===== src/rtl/press_classifier.sv =====
// Button gesture classifier: short, long and double press pulses.
// Optional auto-repeat while a long press is held: define PRESS_REPEAT_EN.
module press_classifier #(
  parameter int LONG_CYCLES    = 100,
  parameter int DBL_GAP_CYCLES = 50,
  parameter int REPEAT_CYCLES  = 25,
  parameter int CNT_W          = 16
) (
  input  logic       clk,
  input  logic       rst,
  input  logic       d_in,
  output logic       short_p,
  output logic       long_p,
  output logic       double_p,
  output logic       rep_p,
  output logic       held,
  output logic [2:0] state
);

  typedef enum logic [2:0] {
    IDLE   = 3'd0,
    PRESS1 = 3'd1,
    WAIT2  = 3'd2,
    PRESS2 = 3'd3,
    LONG   = 3'd4
  } st_t;

  localparam logic [CNT_W-1:0] LONG_LAST = CNT_W'(LONG_CYCLES - 1);
  localparam logic [CNT_W-1:0] GAP_LAST  = CNT_W'(DBL_GAP_CYCLES - 1);

  if (LONG_CYCLES < 2 || DBL_GAP_CYCLES < 2 || REPEAT_CYCLES < 1
      || CNT_W < 2) begin : g_bad_params
    $error("press_classifier: illegal parameter values");
  end

  st_t              st_q, st_d;
  logic [CNT_W-1:0] cnt_q, cnt_d, cnt_inc;
  logic             d_q;
  logic             rise, fall;
  logic             short_d, long_d, dbl_d, held_d;

  assign rise    = d_in & ~d_q;
  assign fall    = ~d_in & d_q;
  assign cnt_inc = (&cnt_q) ? cnt_q : cnt_q + CNT_W'(1);
  assign state   = st_q;

  always_comb begin
    st_d    = st_q;
    cnt_d   = cnt_q;
    short_d = 1'b0;
    long_d  = 1'b0;
    dbl_d   = 1'b0;
    unique case (st_q)
      IDLE: begin
        if (rise) begin
          st_d  = PRESS1;
          cnt_d = '0;
        end
      end
      PRESS1: begin
        if (fall) begin
          st_d  = WAIT2;
          cnt_d = '0;
        end else if (d_in) begin
          if (cnt_q == LONG_LAST) begin
            st_d   = LONG;
            long_d = 1'b1;
            cnt_d  = '0;
          end else begin
            cnt_d = cnt_inc;
          end
        end
      end
      WAIT2: begin
        // A rise on the timeout edge still counts as a double press
        if (rise) begin
          st_d  = PRESS2;
          dbl_d = 1'b1;
          cnt_d = '0;
        end else if (cnt_q == GAP_LAST) begin
          st_d    = IDLE;
          short_d = 1'b1;
          cnt_d   = '0;
        end else begin
          cnt_d = cnt_inc;
        end
      end
      PRESS2: begin
        if (fall) st_d = IDLE;
      end
      LONG: begin
        if (fall) st_d = IDLE;
      end
      default: begin
        st_d  = IDLE;
        cnt_d = '0;
      end
    endcase
    held_d = (st_d == PRESS1) || (st_d == PRESS2) || (st_d == LONG);
  end

  // d_q resets high so a button held through reset is ignored until released
  always_ff @(posedge clk) begin
    if (rst) begin
      st_q     <= IDLE;
      cnt_q    <= '0;
      d_q      <= 1'b1;
      short_p  <= 1'b0;
      long_p   <= 1'b0;
      double_p <= 1'b0;
      held     <= 1'b0;
    end else begin
      st_q     <= st_d;
      cnt_q    <= cnt_d;
      d_q      <= d_in;
      short_p  <= short_d;
      long_p   <= long_d;
      double_p <= dbl_d;
      held     <= held_d;
    end
  end

`ifdef PRESS_REPEAT_EN
  localparam logic [CNT_W-1:0] REP_LAST = CNT_W'(REPEAT_CYCLES - 1);

  logic [CNT_W-1:0] rep_cnt_q, rep_cnt_d, rep_inc;
  logic             rep_d;

  assign rep_inc = (&rep_cnt_q) ? rep_cnt_q : rep_cnt_q + CNT_W'(1);

  always_comb begin
    rep_cnt_d = rep_cnt_q;
    rep_d     = 1'b0;
    if (st_q == LONG && st_d == LONG && d_in) begin
      if (rep_cnt_q == REP_LAST) begin
        rep_d     = 1'b1;
        rep_cnt_d = '0;
      end else begin
        rep_cnt_d = rep_inc;
      end
    end else if (st_d != LONG) begin
      rep_cnt_d = '0;
    end
  end

  always_ff @(posedge clk) begin
    if (rst) begin
      rep_cnt_q <= '0;
      rep_p     <= 1'b0;
    end else begin
      rep_cnt_q <= rep_cnt_d;
      rep_p     <= rep_d;
    end
  end
`else
  assign rep_p = 1'b0;
`endif

endmodule

===== config.mk =====
export PLATFORM = sky130hd
export DESIGN_NAME = press_classifier
export DESIGN_NICKNAME = d
export VERILOG_FILES = /design/src/rtl/press_classifier.sv
export SDC_FILE = /design/constraint.sdc
export NUM_CORES = 1
export LEC_CHECK = 0
export ABC_CLOCK_PERIOD_IN_PS = 2300
export BUFFER_PORTS_ARGS = -buffer_cell sky130_fd_sc_hd__buf_2
export CAP_MARGIN = 5
export CORE_UTILIZATION = 40
export CTS_CLUSTER_SIZE = 12
export DETAILED_ROUTE_END_ITERATION = 7
export PLACE_DENSITY = 0.66
export SKIP_LAST_GASP = 1
export SLEW_MARGIN = 20
export SYNTH_ARGS = -nofsm -noshare
export SYNTH_HDL_FRONTEND = slang
export SYNTH_SLANG_ARGS = --single-unit

===== constraint.sdc =====
create_clock -name clk -period 2.3 [get_ports clk]
set_clock_uncertainty 0.1 [all_clocks]
set_input_delay 0.23 -clock clk [delete_from_list [all_inputs] [get_ports clk]]
set_output_delay 0.23 -clock clk [all_outputs]
set_load 0.005 [all_outputs]

Word level (Yosys, flattened, before mapping)
Index checks and enable logic that the tools add are counted.
{"block": "totals", "register_bits": 24, "input_bits": 3, "wordCells": 54}
{"block": "op_classes", "addsub": 1, "n_eq_ne": 11, "muxes": 19, "n_bitwise": 7, "n_reduce_logical": 9}
{"operator": "$mux W16", "n": 7}
{"operator": "$pmux W16 S4", "n": 1}
{"operator": "$mux W3", "n": 7}
{"operator": "$add A16 B1 Y16 const B", "n": 1}
{"operator": "$eq A16 B6 Y1 const B", "n": 1}
{"operator": "$eq A16 B7 Y1 const B", "n": 1}
{"operator": "$reduce_and A16 Y1", "n": 1}
{"operator": "$pmux W3 S4", "n": 1}
{"operator": "$eq A3 B2 Y1 const B", "n": 3}
{"operator": "$eq A3 B1 Y1 const B", "n": 2}
{"operator": "$eq A3 B3 Y1 const B", "n": 2}
{"operator": "$not A1 Y1", "n": 5}
{"operator": "$reduce_or A2 Y1", "n": 2}
{"operator": "$reduce_or A4 Y1", "n": 1}
{"operator": "$logic_not A3 Y1", "n": 1}
{"operator": "$mux W1", "n": 3}
{"operator": "$ne A3 B3 Y1 const B", "n": 1}
{"operator": "$reduce_and A3 Y1", "n": 1}
{"operator": "$reduce_or A3 Y1", "n": 1}
{"operator": "$and A1 B1 Y1", "n": 2}
{"operator": "$logic_or A1 B1 Y1", "n": 2}
{"operator": "$ne A2 B2 Y1 const B", "n": 1}

Logic depth before layout (Yosys ltp)
Gate-level depths: netlist of run 1.
{"block": "logic_depth", "ltp_word": 8, "ltp_mapped": 8, "depth_no_buf": 7}

Worst setup path after synthesis of run 1
Ideal clock, no wire load.
{"block": "synth_timing", "kind": "register to register", "start": "register cnt_q[0]", "end": "register cnt_q[6]", "setup_ns": 0.124, "arrival_ns": 1.609, "t_required_ns": 2.076, "slack_ns": 0.467, "path_stages_with_launch": 8, "path_buffers": 1, "cell_sequence": "dfxtp_1 > ha_1 > and4b_1 > nand4_1 > a22oi_2 > o21a_2 > buf_6 > nor3_1"}
{"block": "synth_via", "elab_chain_len": 6, "elab_cells_between_ends": 11, "classes_between": "add/sub: 1; eq/ne: 2; mux: 7; reduce/logical: 1"}
{"element": "start, declared", "line_no": "37", "rtl": "logic [CNT_W-1:0] cnt_q, cnt_d, cnt_inc;"}
{"element": "start signal, assigned", "line_no": "114", "rtl": "cnt_q <= cnt_d;"}
{"element": "$add A16 B1 Y16 or $reduce_and A16 Y1 (tied branches)", "line_no": "44", "rtl": "assign cnt_inc = (&cnt_q) ? cnt_q : cnt_q + CNT_W'(1);"}
{"element": "$mux W16", "line_no": "44"}
{"element": "$mux W16", "line_no": "65", "rtl": "if (cnt_q == LONG_LAST) begin"}
{"element": "$mux W16", "line_no": "64", "rtl": "end else if (d_in) begin"}
{"element": "$mux W16", "line_no": "61", "rtl": "if (fall) begin"}
{"element": "$pmux W16 S4 *", "line_no": "53", "rtl": "unique case (st_q)"}
Mark *: on every way between the ends. The rest lies on a longest branch, timed or not. The select of a mux whose other input is x is not followed.
A chain may end at the register's enable or synchronous reset.

Worst setup path in the final report of run 1
{"block": "layout_timing", "start": "register cnt_q[0]", "end": "register cnt_q[5]"}
Same word-level chain as after synthesis.

==> flow_summary.ini, run 1 <==
[worst_setup_path]
arrival_ns = 2.24
cp_data_required_time_ns = 2.42
startpoint_type = register
critical_path_class = register to register
cp-end-kind = register
crit_family = compound AO/OA/AOI/OAI gates
crit_chain = ha_1, and4b_1, nand4_1, a22oi_2, o21a_4, o211ai_2
cp_slowest_cell = dfxtp_1
critPathBufInv = 0
path_max_fanout = 14
max_stage_delay_ns = 0.45

[route]
dr.first_iter.drc_count = 101
vias_per_cell = 6.01
vias = 1346
drt-wirelength-per-cell_um = 15.0
wl_mm = 3.36
first_pass_iters = 4
drc = 0
antenna_left = 0

[sta]
grt_setup_unrepaired = false
tns_ns = 0
setup_viol = 0
post-route-period-util_pct = 92.2
drv_slew = 0
fin_crit_ns = 2.12
hold_viol_final = 0
fmax_mhz = 472

[synth]
synth_flop_cell = dfxtp_1
netlist_instances = 173
syn_area_per_cell_um2 = 8.48
yosysUniqueCellTypes = 47
ys_seq_elements = 24
synth-edff-count = 0
synth_warnings = 0
syn-cell-area_um2 = 1470
ys_seq_area_share_pct = 32.7
ys_async_sr_fraction_pct = 0
syn-num-nets = 178

[min_path]
hp-class = primary input to register

[die]
core_area_um2 = 3420
die-area_um2 = 3920
die_h_um = 62.6
rows = 21
die_w_um = 62.6
pin_count = 11
start_util_pct = 43.0

[grt]
gr-total-overflow = 0
grt_pass1_vias = 1212
grt_max_degree = 19
grt_pass1_wl_mm = 5.78
antenna_found_initial = 0
globalRouteTotalUtil_pct = 17.9

[power]
clkPwrFrac_pct = 30.6
total_power_w = 0.000732
p_leak_nw = 0.556
peakVddDrop_v = 0.000336
switchingPower_w = 0.000186
seq_power_share_pct = 59.0
p_comb_share_pct = 10.4
p_per_area_nw_per_um2 = 466
power.internal_w = 0.000546
switching_share_pct = 25.4

[final_layout]
num-fill-cells = 354
antenna_cells = 0
syn_to_final_growth_pct = 6.91
layout_commonest_cell = dfxtp_1
final_cell_mix = dfxtp_1, a21oi_1, nor2_1, nand2_1, buf_2
drive_gt1_share_pct = 17.4
register_area_um2 = 480
nets = 184
multi_input_area_um2 = 878

[cts]
cts_max_level = 1
cts_num_sinks = 24
clk_latency_ns = 0.31
cts_made_buffers = 3
cts_tree = done
postCtsHoldBufs = 0
cts_buffer_depth = 2
clk_pin_slew_ns = 0.13
cts_root_buffer = clkbuf_4

[status]
outcome = complete, no violations

[place]
portBuffers = 9
gp_congestion = 0.868
dp_hpwl_mm = 2.40

[run]
drv_cap = 0
[cell type report]
cell class / instances / share of cell area, %
Multi-Input combinational cell: 129 / 56.0
Sequential cell: 24 / 30.6
Timing Repair Buffer: 16 / 6.22
Tap cell: 46 / 3.67
Clock buffer: 4 / 2.31
Inverter: 5 / 1.20
[routing by layer]
metal | global-route usage, % | vias up | share of wire, %
li1 | - | 676 | -
met1 | 24.9 | 625 | 47
met2 | 28.1 | 43 | 46
met3 | 4.01 | 2 | 6.0
met4 | 3.49 | 0 | 0.60
met5 | 0 | - | 0
[what timing repair did]
| action | CTS | global route |
|---|---|---|
| setup endpoints to repair | 0 | 10 |
| resized for setup | 0 | 1 |
| buffers inserted | 0 | 2 |
[synthesized netlist by cell type, types with 3 or more instances]
cell	number	area, um^2
nor4_1	4	25.0
dfxtp_1	24	480
and4_1	4	35.0
or4_1	6	45.0
nand2b_1	3	18.8
nand3_1	5	25.0
a311oi_1	3	26.3
nor3_1	8	40.0
a21oi_1	12	60.1
nand4_1	7	43.8
buf_2	5	25.0
buf_4	3	22.5
buf_6	3	33.8
and3_1	8	50.1
clkbuf_1	4	15.0
inv_1	5	18.8
o22ai_1	3	18.8
nand3b_1	3	22.5
o21ai_0	6	30.0
nand2_1	9	33.8
nor2_1	9	33.8
o31ai_1	5	37.5
[logic make-up (layout without fill, tap and decap cells)]
group	Yosys count	in the layout	share of synthesized area, %
adder cells (fa/ha/maj)	3	3	2.39
flip-flops	24	24	32.7
buffers and inverters	20	25	7.84
AND/OR/NAND/NOR	81	81	35.6
other	1	1	0.256
AO/OA/AOI/OAI	44	44	21.1
[metrics by stage]
stage | std cells | worst slack [ns] | utilization (%) | hold WS, ns | cell area (um^2)
finish | 224 | 0.181 | 45.9 | 0.119 | 1570
detailed placement | 218 | 0.113 | 44.2 | 0.407 | 1510
floorplan | 173 | 0.467 | - | 0.237 | 1470
global route | 224 | 0.0595 | 45.9 | 0.125 | 1570
global placement | 218 | 0.173 | 44.2 | 0.401 | 1510
CTS | 222 | 0.105 | 45.3 | 0.112 | 1550
[flip-flops by register name (all words and copies together), names as in the netlist]
register  flops
cnt_q        16
state         3
d_q           1
double_p      1
held          1
long_p        1
short_p       1
[power groups by stage]
stage	Combinational (W)	Sequential (W)	Clock (W)
floorplan	0.0000663	0.000437	0
global placement	0.0000712	0.000440	0
detailed placement	0.0000733	0.000441	0
CTS	0.0000737	0.000432	0.000231
global route	0.0000842	0.000434	0.000248
finish	0.0000762	0.000432	0.000224
[worst reg2reg max path, stage by stage (launching register included)]
cell      delay, ns
dfxtp_1        0.45
ha_1           0.28
and4b_1        0.22
nand4_1        0.23
a22oi_2        0.35
o21a_4         0.29
o211ai_2       0.10
[final timing paths]
path,startpoint,cells past startpoint,to,slack (ns)
setup / recovery,cnt_q[0],6,cnt_q[5],0.18
hold / removal,d_in,2,d_q,0.12
setup reg to reg,cnt_q[0],6,cnt_q[5],0.18
hold reg to reg,cnt_q[9],2,cnt_q[9],0.43
(Power assumes the default switching activity.)
==> run 2, diff against run 1 <==
ABC_CLOCK_PERIOD_IN_PS = 2100   (was 2300)
clock period = 2.1 ns   (was 2.3 ns; I/O delays follow)
==> flow_summary.ini, run 2 (synthesis results as in run 1) <==
[route]
vias = 1376
dr.first_iter.drc_count = 69
drc = 0
antenna_left = 0
drt-wirelength-per-cell_um = 15.0
wl_mm = 3.42
vias_per_cell = 6.04
first_pass_iters = 4

[status]
outcome = complete, no violations

[min_path]
hp-class = primary input to register

[place]
portBuffers = 9
gp_congestion = 0.933
dp_hpwl_mm = 2.53
place_area_um2 = 1560

[final_layout]
num-fill-cells = 338
layout_commonest_cell = dfxtp_1
final_cell_mix = dfxtp_1, a21oi_1, buf_4
antenna_cells = 0
nets = 188
final_area_um2 = 1610
largest_register_ffs = 16
syn_to_final_growth_pct = 9.89
drive_gt1_share_pct = 20.9
regMostFlops = cnt_q

[cts]
cts_root_buffer = clkbuf_4
cts_tree = done
postCtsHoldBufs = 0
cts_buffer_depth = 2
cts_num_sinks = 24
clk_pin_slew_ns = 0.14
post_cts_buffers = 0
clk_latency_ns = 0.32
cts_made_buffers = 3
cts_max_level = 1

[die]
rows = 21
die-area_um2 = 3920
die_w_um = 62.6
die_h_um = 62.6
pin_count = 11
start_util_pct = 43.0
core_area_um2 = 3420

[power]
clkPwrFrac_pct = 30.5
peakVddDrop_v = 0.000256
power.internal_w = 0.000600
seq_power_share_pct = 58.6
p_comb_share_pct = 10.9
switchingPower_w = 0.000206
p_per_area_nw_per_um2 = 500
p_leak_nw = 0.579
switching_share_pct = 25.6

[worst_setup_path]
max_stage_delay_ns = 0.44
startpoint_type = register
reg2reg_to = cnt_q[10]
cp_data_required_time_ns = 2.25
path_max_fanout = 6
r2r_slack_ns = 0.13
arrival_ns = 2.12
cp-startpoint = cnt_q[1]
critical_path_class = register to register
cp_slowest_cell = dfxtp_1
cp-end-kind = register
ff2ff_path_depth = 6
crit_chain = ha_1, and3_1, and4_1, nand4_1, or4_1, a21oi_1
endpoint = cnt_q[10]
r2r_start = cnt_q[1]

[sta]
tns_ns = 0
fmax_mhz = 507
grt_setup_unrepaired = false
post-route-period-util_pct = 93.9
setup_viol = 0
fin_crit_ns = 1.97
hold_viol_final = 0
drv_slew = 0

[run]
drv_cap = 0

[grt]
globalRouteTotalUtil_pct = 18.7
grt_max_degree = 19
grt_pass1_wl_mm = 6.02
antenna_found_initial = 0
gr-total-overflow = 0
grt_pass1_vias = 1325
==> run 2: through the flow <==
stage	util [%]	hold slack (ns)	total power, W	setup WS, ns	cells
6_report	47.2	0.0943	0.000806	0.128	228
5_1_grt	47.2	0.0793	0.000852	0.0178	228
4_1_cts	46.8	0.0925	0.000811	0.0904	228
3_5_place_dp	45.6	0.398	0.000566	0.0114	224
3_3_place_gp	45.6	0.387	0.000561	0.0453	224
2_1_floorplan	-	0.217	0.000551	0.267	173
==> run 2: worst min-delay path by stage <==
stage / slack (ns) / depth (start not counted) / startpoint / end
2_1_floorplan: 0.22 / 1 / d_in / d_q
3_3_place_gp: 0.39 / 2 / cnt_q[10] / cnt_q[10]
3_5_place_dp: 0.40 / 2 / cnt_q[10] / cnt_q[10]
4_1_cts: 0.09 / 2 / d_in / d_q
5_1_grt: 0.08 / 2 / d_in / d_q
6_report: 0.09 / 2 / d_in / d_q
==> run 2: power by group through the flow <==
stage / logic, W / registers (W) / clock network, W
5_1_grt: 0.0000973 / 0.000474 / 0.000281
3_5_place_dp: 0.0000850 / 0.000481 / 0
6_report: 0.0000878 / 0.000472 / 0.000246
3_3_place_gp: 0.0000811 / 0.000480 / 0
2_1_floorplan: 0.0000726 / 0.000478 / 0
4_1_cts: 0.0000876 / 0.000471 / 0.000252
==> run 2: what timing repair did <==
| action | CTS | global route |
|---|---|---|
| resized for setup | 1 | 3 |
| setup endpoints to repair | 1 | 14 |
| gates cloned | 0 | 0 |
==> run 2: worst max-delay path, delay by kind of cell (launching register included) <==
family                   cells  cell delay, ns
AO/OA/AOI/OAI                1            0.15
adder cells (fa/ha/maj)      1            0.26
flip-flops                   1            0.44
AND/OR/NAND/NOR              4            0.97
==> run 2: final cells by class <==
cell class | count | area [um^2] | share of cell area, %
sequential | 24 | 482 | 29.9
inverter | 5 | 18.8 | 1.16
multi-input combinational | 129 | 891 | 55.2
tap | 46 | 57.6 | 3.57
timing repair buffer | 20 | 128 | 7.91
clock buffer | 4 | 36.3 | 2.25
==> run 2: routing by layer <==
metal	share of wire, %	GRT usage (%)	wire length [um]	vias to the layer above
met5	0	0	0	-
li1	-	-	-	680
met2	47	30.0	1610	44
met3	5.8	3.10	197	6
met4	1.4	6.40	48	0
met1	46	25.2	1560	646
